### src/rtl/shufflenetv2_udiv_pkg.sv
// Shared defaults and FSM state encoding for the restoring unsigned divider.
package shufflenetv2_udiv_pkg;

    localparam int UDIV_DIVIDEND_W = 24;
    localparam int UDIV_DIVISOR_W  = 11;
    localparam int UDIV_QUOT_W     = 13;

    typedef enum logic [1:0] {
        IDLE = 2'd0,
        CALC = 2'd1,
        DONE = 2'd2
    } udiv_state_t;

endpackage

### src/rtl/shufflenetv2_udiv_eur_step.sv
// One restoring-division step: shift in the next dividend bit, subtract the divisor if it fits.
module shufflenetv2_udiv_eur_step
    import shufflenetv2_udiv_pkg::*;
#(
    parameter int DIVISOR_W = UDIV_DIVISOR_W
) (
    input  logic [DIVISOR_W:0]   pr_in,
    input  logic                 bit_in,
    input  logic [DIVISOR_W-1:0] divisor,
    output logic [DIVISOR_W:0]   pr_out,
    output logic                 q_bit
);

    logic [DIVISOR_W+1:0] shifted;
    logic [DIVISOR_W+2:0] diff;

    // One extra guard bit on the subtraction makes its MSB a clean borrow flag.
    always_comb begin
        shifted = {pr_in, bit_in};
        diff    = {1'b0, shifted} - {3'b000, divisor};
        q_bit   = ~diff[DIVISOR_W+2];
        pr_out  = q_bit ? (DIVISOR_W+1)'(diff) : (DIVISOR_W+1)'(shifted);
    end

endmodule

### src/rtl/shufflenetv2_udiv_eur.sv
// Sequential restoring unsigned divider, one quotient bit per cycle, saturating quotient output.
module shufflenetv2_udiv_eur
    import shufflenetv2_udiv_pkg::*;
#(
    parameter int ID         = 1,
    parameter int DIVIDEND_W = UDIV_DIVIDEND_W,
    parameter int DIVISOR_W  = UDIV_DIVISOR_W,
    parameter int QUOT_W     = UDIV_QUOT_W
) (
    input  logic                  clk,
    input  logic                  reset,
    input  logic                  in_valid,
    output logic                  in_ready,
    input  logic [DIVIDEND_W-1:0] din0,
    input  logic [DIVISOR_W-1:0]  din1,
    output logic                  out_valid,
    input  logic                  out_ready,
    output logic [QUOT_W-1:0]     quo,
    output logic [DIVISOR_W-1:0]  rem,
    output logic                  ovf,
    output logic                  dbz
);

    localparam int CW        = $clog2(DIVIDEND_W + 1);
    localparam int unused_id = ID;

    udiv_state_t state, state_nxt;

    logic [CW-1:0]         cnt;
    logic [DIVISOR_W-1:0]  dvsr;
    logic [DIVIDEND_W-1:0] work;
    logic [DIVISOR_W:0]    pr;
    logic [DIVISOR_W:0]    pr_nxt;
    logic                  q_bit;
    logic [DIVIDEND_W-1:0] work_nxt;
    logic                  ovf_c;

    shufflenetv2_udiv_eur_step #(
        .DIVISOR_W(DIVISOR_W)
    ) u_step (
        .pr_in  (pr),
        .bit_in (work[DIVIDEND_W-1]),
        .divisor(dvsr),
        .pr_out (pr_nxt),
        .q_bit  (q_bit)
    );

    // Dividend bits shift out of the top of work while quotient bits shift in at the bottom.
    always_comb begin
        work_nxt = {work[DIVIDEND_W-2:0], q_bit};
        ovf_c    = |(work_nxt >> QUOT_W);
    end

    always_comb begin
        state_nxt = state;
        in_ready  = 1'b0;
        out_valid = 1'b0;
        case (state)
            IDLE: begin
                in_ready = 1'b1;
                if (in_valid) state_nxt = (din1 == '0) ? DONE : CALC;
            end
            CALC: begin
                if (cnt == CW'(1)) state_nxt = DONE;
            end
            DONE: begin
                out_valid = 1'b1;
                if (out_ready) state_nxt = IDLE;
            end
            default: state_nxt = IDLE;
        endcase
    end

    always_ff @(posedge clk or posedge reset) begin
        if (reset) begin
            state <= IDLE;
            cnt   <= '0;
            dvsr  <= '0;
            work  <= '0;
            pr    <= '0;
            quo   <= '0;
            rem   <= '0;
            ovf   <= 1'b0;
            dbz   <= 1'b0;
        end else begin
            state <= state_nxt;
            case (state)
                IDLE: begin
                    if (in_valid) begin
                        dvsr <= din1;
                        work <= din0;
                        pr   <= '0;
                        if (din1 == '0) begin
                            cnt <= '0;
                            quo <= '1;
                            rem <= DIVISOR_W'(din0);
                            ovf <= 1'b0;
                            dbz <= 1'b1;
                        end else begin
                            cnt <= CW'(DIVIDEND_W);
                        end
                    end
                end
                CALC: begin
                    pr   <= pr_nxt;
                    work <= work_nxt;
                    cnt  <= cnt - CW'(1);
                    if (cnt == CW'(1)) begin
                        quo <= ovf_c ? '1 : QUOT_W'(work_nxt);
                        rem <= DIVISOR_W'(pr_nxt);
                        ovf <= ovf_c;
                        dbz <= 1'b0;
                    end
                end
                default: ;
            endcase
        end
    end

endmodule
### config.mk
export PLATFORM = sky130hd
export DESIGN_NAME = shufflenetv2_udiv_eur
export DESIGN_NICKNAME = d
export VERILOG_FILES = /design/src/rtl/shufflenetv2_udiv_pkg.sv /design/src/rtl/shufflenetv2_udiv_eur_step.sv /design/src/rtl/shufflenetv2_udiv_eur.sv
export SDC_FILE = /design/constraint.sdc
export NUM_CORES = 1
export LEC_CHECK = 0
export BUFFER_PORTS_ARGS = -buffer_cell sky130_fd_sc_hd__buf_2
export CORE_MARGIN = 8
export CORE_UTILIZATION = 36
export CTS_CLUSTER_SIZE = 20
export DETAILED_ROUTE_END_ITERATION = 10
export PLACE_DENSITY = 0.61
export SLEW_MARGIN = 20
export SYNTH_ARGS = -nofsm -noshare
export SYNTH_HDL_FRONTEND = slang
export SYNTH_HIERARCHICAL = 1
export SYNTH_SLANG_ARGS = --single-unit
### constraint.sdc
create_clock -name clk -period 2.8 [get_ports clk]
set_input_delay 0.42 -clock clk [delete_from_list [all_inputs] [get_ports clk]]
set_output_delay 0.42 -clock clk [all_outputs]
set_load 0.02 [all_outputs]
==> impl_metrics.csv, run 1 <==
group,metric,value,unit
layout,final_nets,562,
global_routing,grt_pass1_vias,3410,
sta,worst-slew-pin-transition,0.655,ns
worst_setup_path,crit_type,"reg2reg",
worst_setup_path,crit_family,"compound AO/OA/AOI/OAI gates",
placed_design,dp_hpwl,7.86,mm
routing,vias_per_cell,5.23,
worst_setup_path,rr_worst_depth,8,
logic_synthesis,postSynthAreaPerCell,9.50,um2
worst_setup_path,cp.depth,8,
floorplanning,ioPinCount,67,
logic_synthesis,ys_seq_area_frac,0.469,
cts,postCtsSetupRepairBufs,0,
floorplanning,start_util,0.370,
worst_setup_path,critical_path.max_fanout,16,
logic_synthesis,synth_ff_type,"dfrtp_1",
power_and_ir_drop,power_density,1430,mW/mm2
worst_setup_path,reg2reg_to,"rem[3]",
routing,drc,0,
placed_design,pre_cts_slack,0.435,ns
sta,grt_setup_unrepaired,"no",
sta,min_period_over_period,0.860,
layout,n_antenna_cell,0,
worst_setup_path,crit_path_start,"pr[7]",
sta,relSlewSlack,0.562,
cts,numCtsBuffers,9,
cts,htree_levels,3,
placed_design,gp_congestion,0.840,
sta,setup_slack,0.392,ns
logic_synthesis,yosysWarnings,6,
worst_setup_path,r2r_slack,0.39,ns
hold_path,min_path_type,"in2async",
global_routing,antenna_found_initial,0,
floorplanning,dieArea,0.0156,mm2
sta,fmax,0.415,GHz
sta,post-route-min-period,2.41,ns
cts,cts_tree,"yes",
floorplanning,coreArea,0.0115,mm2
sta,finalMaxSlewViolations,0,
cts,worstSkewPairLatency,0.34,ns
global_routing,grt_usage,0.142,
global_routing,met3_usage,0.0424,
floorplanning,die_w,125,um
sta,setup_viol,0,
worst_setup_path,cp-start-kind,"flop",
global_routing,grt-busiest-layer,"met2",
layout,area_delta_synth_final,16.8,%
floorplanning,rows,39,
placed_design,portBuffers,66,
cts,clk_pin_slew_worst_paths,0.06,ns
logic_synthesis,synthArstFlopShare,1.00,
cts,cts_hold_buf,0,
cts,cts_sinks,80,
sta,hold_viol,0,
worst_setup_path,path_buf_inv,0,
cts,cts_resized,0,
global_routing,grt_max_degree,65,
floorplanning,die_h,125,um
worst_setup_path,end_kind,"flop",
worst_setup_path,r2r-start,"pr[7]",
cts,cts_max_path_buffers,2,
routing,wl,10.8,mm
worst_setup_path,critPathSlowestCell,"dfrtp_1",
layout,drive_above_1_share,0.235,
logic_synthesis,synth-edff-count,0,
outcome,status,"finished, final reports clean",
logic_synthesis,syn_area,0.00427,mm2
logic_synthesis,synth_nets,502,
global_routing,grt_util_met1,0.180,
routing,ant_nets,0,
worst_setup_path,arrival,2.61,ns
worst_setup_path,crit_chain,"ha_1 -> a21oi_1 -> o21ai_0 -> a31o_4 -> nor2_8 -> mux2_4 -> nand2_1 -> a31oi_1",
logic_synthesis,netlist_instances,449,
worst_setup_path,worstSetupEndpoint,"rem[3]",
global_routing,grt_pass1_wl,17.8,mm
sta,finClkSkew,0.00699,ns
cts,cts_root_buf,"clkbuf_16",
sta,fin_setup_tns,0,ns
routing,vias,3438,
logic_synthesis,synth_seq_cells,80,
run,drv_cap,0,
routing,firstDrtPassIters,4,
routing,dr.first_iter.drc_count,259,
power_and_ir_drop,vdd_drop_max,530,uV
worst_setup_path,critPathMaxStageDelay,0.40,ns
global_routing,overflow,0,
routing,wl_per_cell,16.4,um
logic_synthesis,synthDistinctLibCells,55,
power_and_ir_drop,power_leakage,2.39,nW
global_routing,grtUsageMet2,0.226,
worst_setup_path,required,3.01,ns
-- stage by stage --
stage               instance area [um2]  hold slack (ns)  power, mW  utilization  cells
finish                             4980            0.133       7.12        0.433    657
global route                       4980            0.173       7.77        0.433    657
CTS                                4980            0.150       7.20        0.433    657
detailed placement                 4720            0.488       6.12        0.410    641
global placement                   4720            0.480       6.03        0.410    641
floorplan                          4270            0.458       5.16            -    449
-- layout by cell type (no fill, tap or decap), types with 2 or more instances in the layout --
master,n
mux2i_1,15
nor3_1,30
a211oi_1,5
nor2b_1,5
nand2b_1,2
dfrtp_1,80
o21ai_0,23
xnor2_1,4
clkbuf_16,9
nor4_1,4
nor2_1,22
mux2_2,11
nand3_1,2
inv_1,19
mux2_4,2
buf_2,66
a21oi_1,33
nand2_1,80
o21ai_1,5
ha_1,13
nand3b_1,3
o21ai_2,2
a21o_1,15
clkinv_2,5
a31oi_1,12
o21a_1,3
buf_4,8
xor2_1,5
-- cell usage after synthesis (2+ instances only) --
library cell,instances,share of area
a21o_1,15,0.026
mux2_4,2,0.0070
nor2_1,22,0.019
nor3_1,30,0.035
mux2i_1,15,0.035
a211oi_1,5,0.0088
nor4_1,4,0.0059
inv_1,20,0.018
dfrtp_1,80,0.47
nor2b_1,5,0.0073
o21ai_2,2,0.0041
nand3b_1,3,0.0053
a21oi_1,33,0.039
clkbuf_1,10,0.0088
mux2_2,11,0.029
buf_6,5,0.013
xor2_1,5,0.010
o21ai_0,23,0.027
buf_2,10,0.012
nand2b_1,2,0.0029
o21a_1,3,0.0053
ha_1,13,0.038
xnor2_1,4,0.0082
a31oi_1,12,0.018
nand3_1,2,0.0023
o21ai_1,5,0.0059
nand2_1,80,0.070
-- routing by layer --
metal / wire length (um) / vias up
met5: 0 / -
met1: 5040 / 1668
met2: 5120 / 80
li1: - / 1681
met4: 139 / 0
met3: 488 / 9
-- flip-flops by register name (all words and copies together) (netlist names) --
name / cells
quo: 13
dvsr: 11
dbz: 1
pr: 12
cnt: 5
ovf: 1
state: 2
work: 24
rem: 11
-- where the power goes --
group	switching [mW]	internal [mW]	total, mW	leakage, nW
clock network	0.471	0.596	1.07	0.132
logic	2.23	1.63	3.86	1.28
registers	0.437	1.76	2.19	0.980
-- worst min-delay path by stage --
stage          endpoint  depth (start not counted)    from  slack (ns)
6_report        dvsr[2]                          2   reset        0.13
5_1_grt         dvsr[2]                          2   reset        0.17
4_1_cts         dvsr[1]                          2   reset        0.15
3_5_place_dp     pr[11]                          1  pr[11]        0.49
3_3_place_gp     pr[11]                          1  pr[11]        0.48
2_1_floorplan    pr[11]                          1  pr[11]        0.46
-- logic make-up after synthesis --
family,Yosys count,synth area share
AOI/OAI and AO/OA,109,0.164
xor gates and xnor gates,9,0.0185
DFF,80,0.469
adders and majority gates,14,0.0428
and+or+nand+nor,162,0.180
buffers and inverters,47,0.0540
muxes,28,0.0713
-- area by class of cell --
type / instances / area [um2]
fillers: 1135 / 6530
repair buffers: 75 / 410
inverters: 21 / 80.1
flip-flops and latches: 80 / 2000
clock inverters: 6 / 36.3
multi-input cells: 322 / 2050
clock buffers: 10 / 229
well taps: 143 / 179
No activity file was read; power rests on OpenSTA's default activity.
==> inputs of run 2 (changes only) <==
CORE_UTILIZATION = 25   (was 36)
PLACE_DENSITY = 0.48   (was 0.61)
clock period = 3.05 ns   (was 2.8 ns; I/O delays follow)
==> impl_metrics.csv, run 2 (synthesized netlist as in run 1, its figures left out) <==
group,metric,value,unit
outcome,status,"finished, final reports clean",
layout,fin_area,0.00514,mm2
placed_design,dp_hpwl,8.50,mm
floorplanning,rows,47,
placed_design,gp_congestion,0.813,
routing,dr.first_iter.drc_count,161,
layout,regMostFlops,"work",
sta,min_period_over_period,0.804,
routing,vias,3358,
worst_setup_path,critical_path.max_fanout,16,
sta,relSlewSlack,0.569,
floorplanning,ioPinCount,67,
cts,cts_hold_buf,0,
floorplanning,coreArea,0.0166,mm2
cts,numCtsBuffers,9,
layout,area_delta_synth_final,20.4,%
cts,cts_sinks,80,
global_routing,grt_pass1_wl,19.2,mm
cts,cts_tree,"yes",
placed_design,dpl_cell_area,0.00481,mm2
global_routing,overflow,0,
cts,postCtsSetupRepairBufs,0,
floorplanning,start_util,0.256,
placed_design,portBuffers,66,
global_routing,grt_pass1_vias,3500,
layout,ff_latch_area,0.00200,mm2
worst_setup_path,cp-start-kind,"flop",
worst_setup_path,end_kind,"flop",
worst_setup_path,rr_worst_depth,9,
cts,clk_pin_slew_worst_paths,0.06,ns
floorplanning,die_w,147,um
routing,vias_per_cell,4.57,
cts,cts_max_path_buffers,2,
layout,mostFrequentLayoutCells,"nand2_1, dfrtp_1, buf_2",
sta,finClkSkew,0.00818,ns
floorplanning,dieArea,0.0215,mm2
global_routing,grt_usage,0.111,
sta,setup_viol,0,
routing,wl_per_cell,15.7,um
worst_setup_path,crit_type,"reg2reg",
cts,worstSkewPairLatency,0.34,ns
power_and_ir_drop,vdd_drop_max,431,uV
layout,fill_cells,1784,
layout,stdcell_count,734,
power_and_ir_drop,power_density,1320,mW/mm2
layout,drive_above_1_share,0.235,
routing,firstDrtPassIters,4,
routing,drc,0,
hold_path,min_path_type,"in2async",
global_routing,antenna_found_initial,0,
sta,fin_setup_tns,0,ns
sta,setup_slack,0.599,ns
power_and_ir_drop,power_leakage,2.41,nW
layout,n_antenna_cell,0,
sta,finalMaxSlewViolations,0,
routing,ant_nets,0,
global_routing,grt_max_degree,47,
run,drv_cap,0,
layout,final_nets,562,
sta,hold_viol,0,
layout,largest_reg_flops,24,
sta,grt_setup_unrepaired,"no",
cts,htree_levels,3,
worst_setup_path,arrival,2.71,ns
sta,worst-slew-pin-transition,0.644,ns
worst_setup_path,required,3.31,ns
layout,reg.largest.list,"work x24, quo x13, pr x12",
cts,cts_resized,0,
placed_design,placed_cells,718,
sta,fmax,0.408,GHz
layout,multi_input_area,0.00205,mm2
routing,wl,11.5,mm
cts,cts_root_buf,"clkbuf_16",
sta,post-route-min-period,2.45,ns
placed_design,pre_cts_slack,0.624,ns
floorplanning,die_h,147,um
run 2: cell types whose count changed in the layout (fill, tap and decap cells not counted), sizes merged:
cell,delta
clkbuf,+1
clkinvlp,+1
clkinv,-4
bufinv,+2
run 2: worst max-delay path, cell delays in order (launching register included):
cell	delay [ns]
dfrtp_1	0.40
ha_1	0.39
a21oi_1	0.19
o21ai_0	0.21
a31o_4	0.34
nor2_8	0.25
inv_2	0.11
a21oi_1	0.19
nand2_1	0.09
a31oi_1	0.18
run 2: area by class of cell:
| type | instances | share of cell area |
|---|---|---|
| flip-flops and latches | 80 | 0.390 |
| inverters | 21 | 0.0156 |
| clock inverters | 5 | 0.0156 |
| repair buffers | 75 | 0.0799 |
| multi-input cells | 322 | 0.398 |
| well taps | 220 | 0.0536 |
| clock buffers | 11 | 0.0473 |
run 2: path summary, 6_finish.rpt:
kind	start	slack [ns]	end
min reg2reg	dbz	0.49	dbz
max	pr[7]	0.60	rem[0]
min in group clk	din1[5]	0.37	dvsr[5]
max in group asynchronous	reset	2.20	quo[5]
min	reset	0.18	dvsr[2]
max reg2reg	pr[7]	0.60	rem[0]
run 2: layer usage:
| metal | vias to the layer above | wire length, um | global-route usage |
|---|---|---|---|
| met2 | 65 | 5260 | 0.170 |
| met5 | - | 0 | 0 |
| met4 | 0 | 82 | 0.0222 |
| li1 | 1683 | - | - |
| met1 | 1603 | 5530 | 0.149 |
| met3 | 7 | 665 | 0.0371 |
run 2: metrics by stage:
step / util / hold WS [ns] / total power, mW
final: 0.309 / 0.183 / 6.77
after detailed placement: 0.289 / 0.482 / 5.65
after CTS: 0.309 / 0.215 / 6.86
after global routing: 0.309 / 0.240 / 7.38
after global placement: 0.289 / 0.480 / 5.59
after floorplan: - / 0.458 / 4.73
run 2: report_power, final:
group	internal [mW]	switching (mW)	leakage, nW
sequential	1.61	0.405	0.980
clock	0.738	0.431	0.152
combinational	1.50	2.08	1.28
total	3.85	2.92	2.41
==> inputs of run 3 (changes only) <==
clock period = 2.4 ns   (was 3.05 ns; I/O delays follow)
==> impl_metrics.csv, run 3 (synthesized netlist as in run 1, its figures left out) <==
group,metric,value,unit
worst_setup_path,required,2.62,ns
layout,final_nets,568,
power_and_ir_drop,p_comb_frac,0.556,
sta,setup_slack,0.100,ns
worst_setup_path,cp-start-kind,"flop",
routing,wl_per_cell,15.8,um
cts,cts_max_path_buffers,2,
sta,relSlewSlack,0.662,
sta,worst-slew-pin-transition,0.503,ns
floorplanning,die_h,147,um
power_and_ir_drop,p_switching,3.79,mW
floorplanning,coreArea,0.0166,mm2
hold_path,min_path_type,"in2async",
floorplanning,rows,47,
routing,vias_per_cell,4.62,
placed_design,gp_congestion,0.856,
global_routing,grt_usage,0.109,
sta,setup_viol,0,
sta,post-route-min-period,2.30,ns
worst_setup_path,critPathSlowestCell,"dfrtp_1",
power_and_ir_drop,internal-power,4.84,mW
layout,area_delta_synth_final,22.3,%
worst_setup_path,critical_path.max_fanout,3,
floorplanning,dieArea,0.0215,mm2
sta,hold_viol,0,
global_routing,antenna_found_initial,0,
sta,finalMaxSlewViolations,0,
routing,wl,11.7,mm
cts,cts_hold_buf,0,
cts,numCtsBuffers,9,
placed_design,dp_hpwl,8.33,mm
power_and_ir_drop,switching_share,0.439,
layout,n_antenna_cell,0,
floorplanning,die_w,147,um
worst_setup_path,end_kind,"flop",
worst_setup_path,crit_chain,"inv_1 -> ha_2 -> fa_2 -> inv_2 -> a21o_1 -> a221o_1 -> o31ai_4 -> mux2i_1 -> a21oi_1 -> nand2_1 -> a31oi_1",
layout,largest_reg_flops,24,
cts,worstSkewPairLatency,0.34,ns
global_routing,grt_pass1_vias,3542,
layout,regMostFlops,"work",
layout,mostFrequentLayoutCells,"nand2_1, dfrtp_1, buf_2",
power_and_ir_drop,pwr-share-clk,0.145,
layout,fill_cells,1783,
sta,grt_setup_unrepaired,"yes",
routing,top_layer_used,"met4",
cts,cts_sinks,80,
global_routing,grt_max_degree,81,
global_routing,overflow,0,
cts,htree_levels,3,
placed_design,pre_cts_slack,0.0621,ns
cts,cts_tree,"yes",
power_and_ir_drop,vdd_drop_max,548,uV
routing,ant_nets,0,
sta,fmax,0.435,GHz
routing,vias,3420,
routing,dr.first_iter.drc_count,202,
placed_design,portBuffers,66,
outcome,status,"finished, final reports clean",
cts,cts_root_buf,"clkbuf_16",
power_and_ir_drop,finalPower,8.63,mW
routing,dr_wl_met3,510,um
power_and_ir_drop,p_seq_frac,0.300,
routing,drt-met1-wl,5.59,mm
global_routing,grt_pass1_wl,19.0,mm
layout,reg.largest.list,"work x24, quo x13, pr x12",
worst_setup_path,arrival,2.52,ns
sta,finClkSkew,0.00779,ns
layout,drive_above_1_share,0.262,
power_and_ir_drop,power_density,1650,mW/mm2
routing,drc,0,
worst_setup_path,critPathMaxStageDelay,0.39,ns
routing,firstDrtPassIters,4,
power_and_ir_drop,power_leakage,2.42,nW
run,drv_cap,0,
worst_setup_path,path_buf_inv,2,
worst_setup_path,crit_type,"reg2reg",
floorplanning,ioPinCount,67,
sta,min_period_over_period,0.958,
worst_setup_path,crit_family,"compound AO/OA/AOI/OAI gates",
floorplanning,start_util,0.256,
cts,clk_pin_slew_worst_paths,0.06,ns
routing,met2_length,5.41,mm
==> run 3: final timing paths <==
check | start | end | slack (ns) | cells after the start
worst max-delay path | work[23] | rem[10] | 0.1 | 11
worst min-delay path | reset | quo[8] | 0.15 | 3
worst max register to register | work[23] | rem[10] | 0.1 | 11
worst min register to register | dbz | dbz | 0.50 | 2
max in group asynchronous | reset | dvsr[4] | 1.91 | 3
min in group clk | din1[2] | dvsr[2] | 0.28 | 2
==> run 3: power groups by stage <==
stage | sequential [mW] | clock, mW | combinational [mW]
after global placement | 2.58 | 0 | 4.59
after detailed placement | 2.60 | 0 | 4.63
after floorplan | 2.67 | 0 | 3.34
after global routing | 2.69 | 1.35 | 5.36
after CTS | 2.58 | 1.30 | 4.65
final | 2.59 | 1.25 | 4.80
==> run 3: metal layers <==
layer,GRT usage,up-vias
met5,0,-
met1,0.147,1655
met4,0.0335,0
li1,-,1693
met2,0.164,60
met3,0.0315,12
==> run 3: worst min-delay path: stages <==
cell and delay, ns:
buf_2 0.11, clkinvlp_4 0.07, buf_12 0.36
==> run 3: what timing repair did <==
action,in CTS,in global routing
buffers inserted,0,2
endpoints found under the setup margin,0,14
gates resized for setup,0,12
==> run 3: cell type report <==
type / instances / area, um2 / area share
inverters: 21 / 82.6 / 0.0158
repair buffers: 80 / 473 / 0.0906
flip-flops and latches: 80 / 2000 / 0.384
clock buffers: 10 / 229 / 0.0439
clock inverters: 6 / 36.3 / 0.00695
well taps: 220 / 275 / 0.0528
multi-input cells: 323 / 2120 / 0.406
==> run 3: through the flow <==
| step | std cells | TNS [ns] | utilization | instance area, um2 | hold slack (ns) |
|---|---|---|---|---|---|
| 6_report | 740 | 0 | 0.314 | 5220 | 0.148 |
| 5_1_grt | 740 | -0.100 | 0.314 | 5220 | 0.186 |
| 4_1_cts | 737 | 0 | 0.308 | 5130 | 0.154 |
| 3_5_place_dp | 721 | 0 | 0.292 | 4860 | 0.491 |
| 3_3_place_gp | 721 | 0 | 0.292 | 4860 | 0.479 |
| 2_1_floorplan | 449 | 0 | - | 4270 | 0.458 |
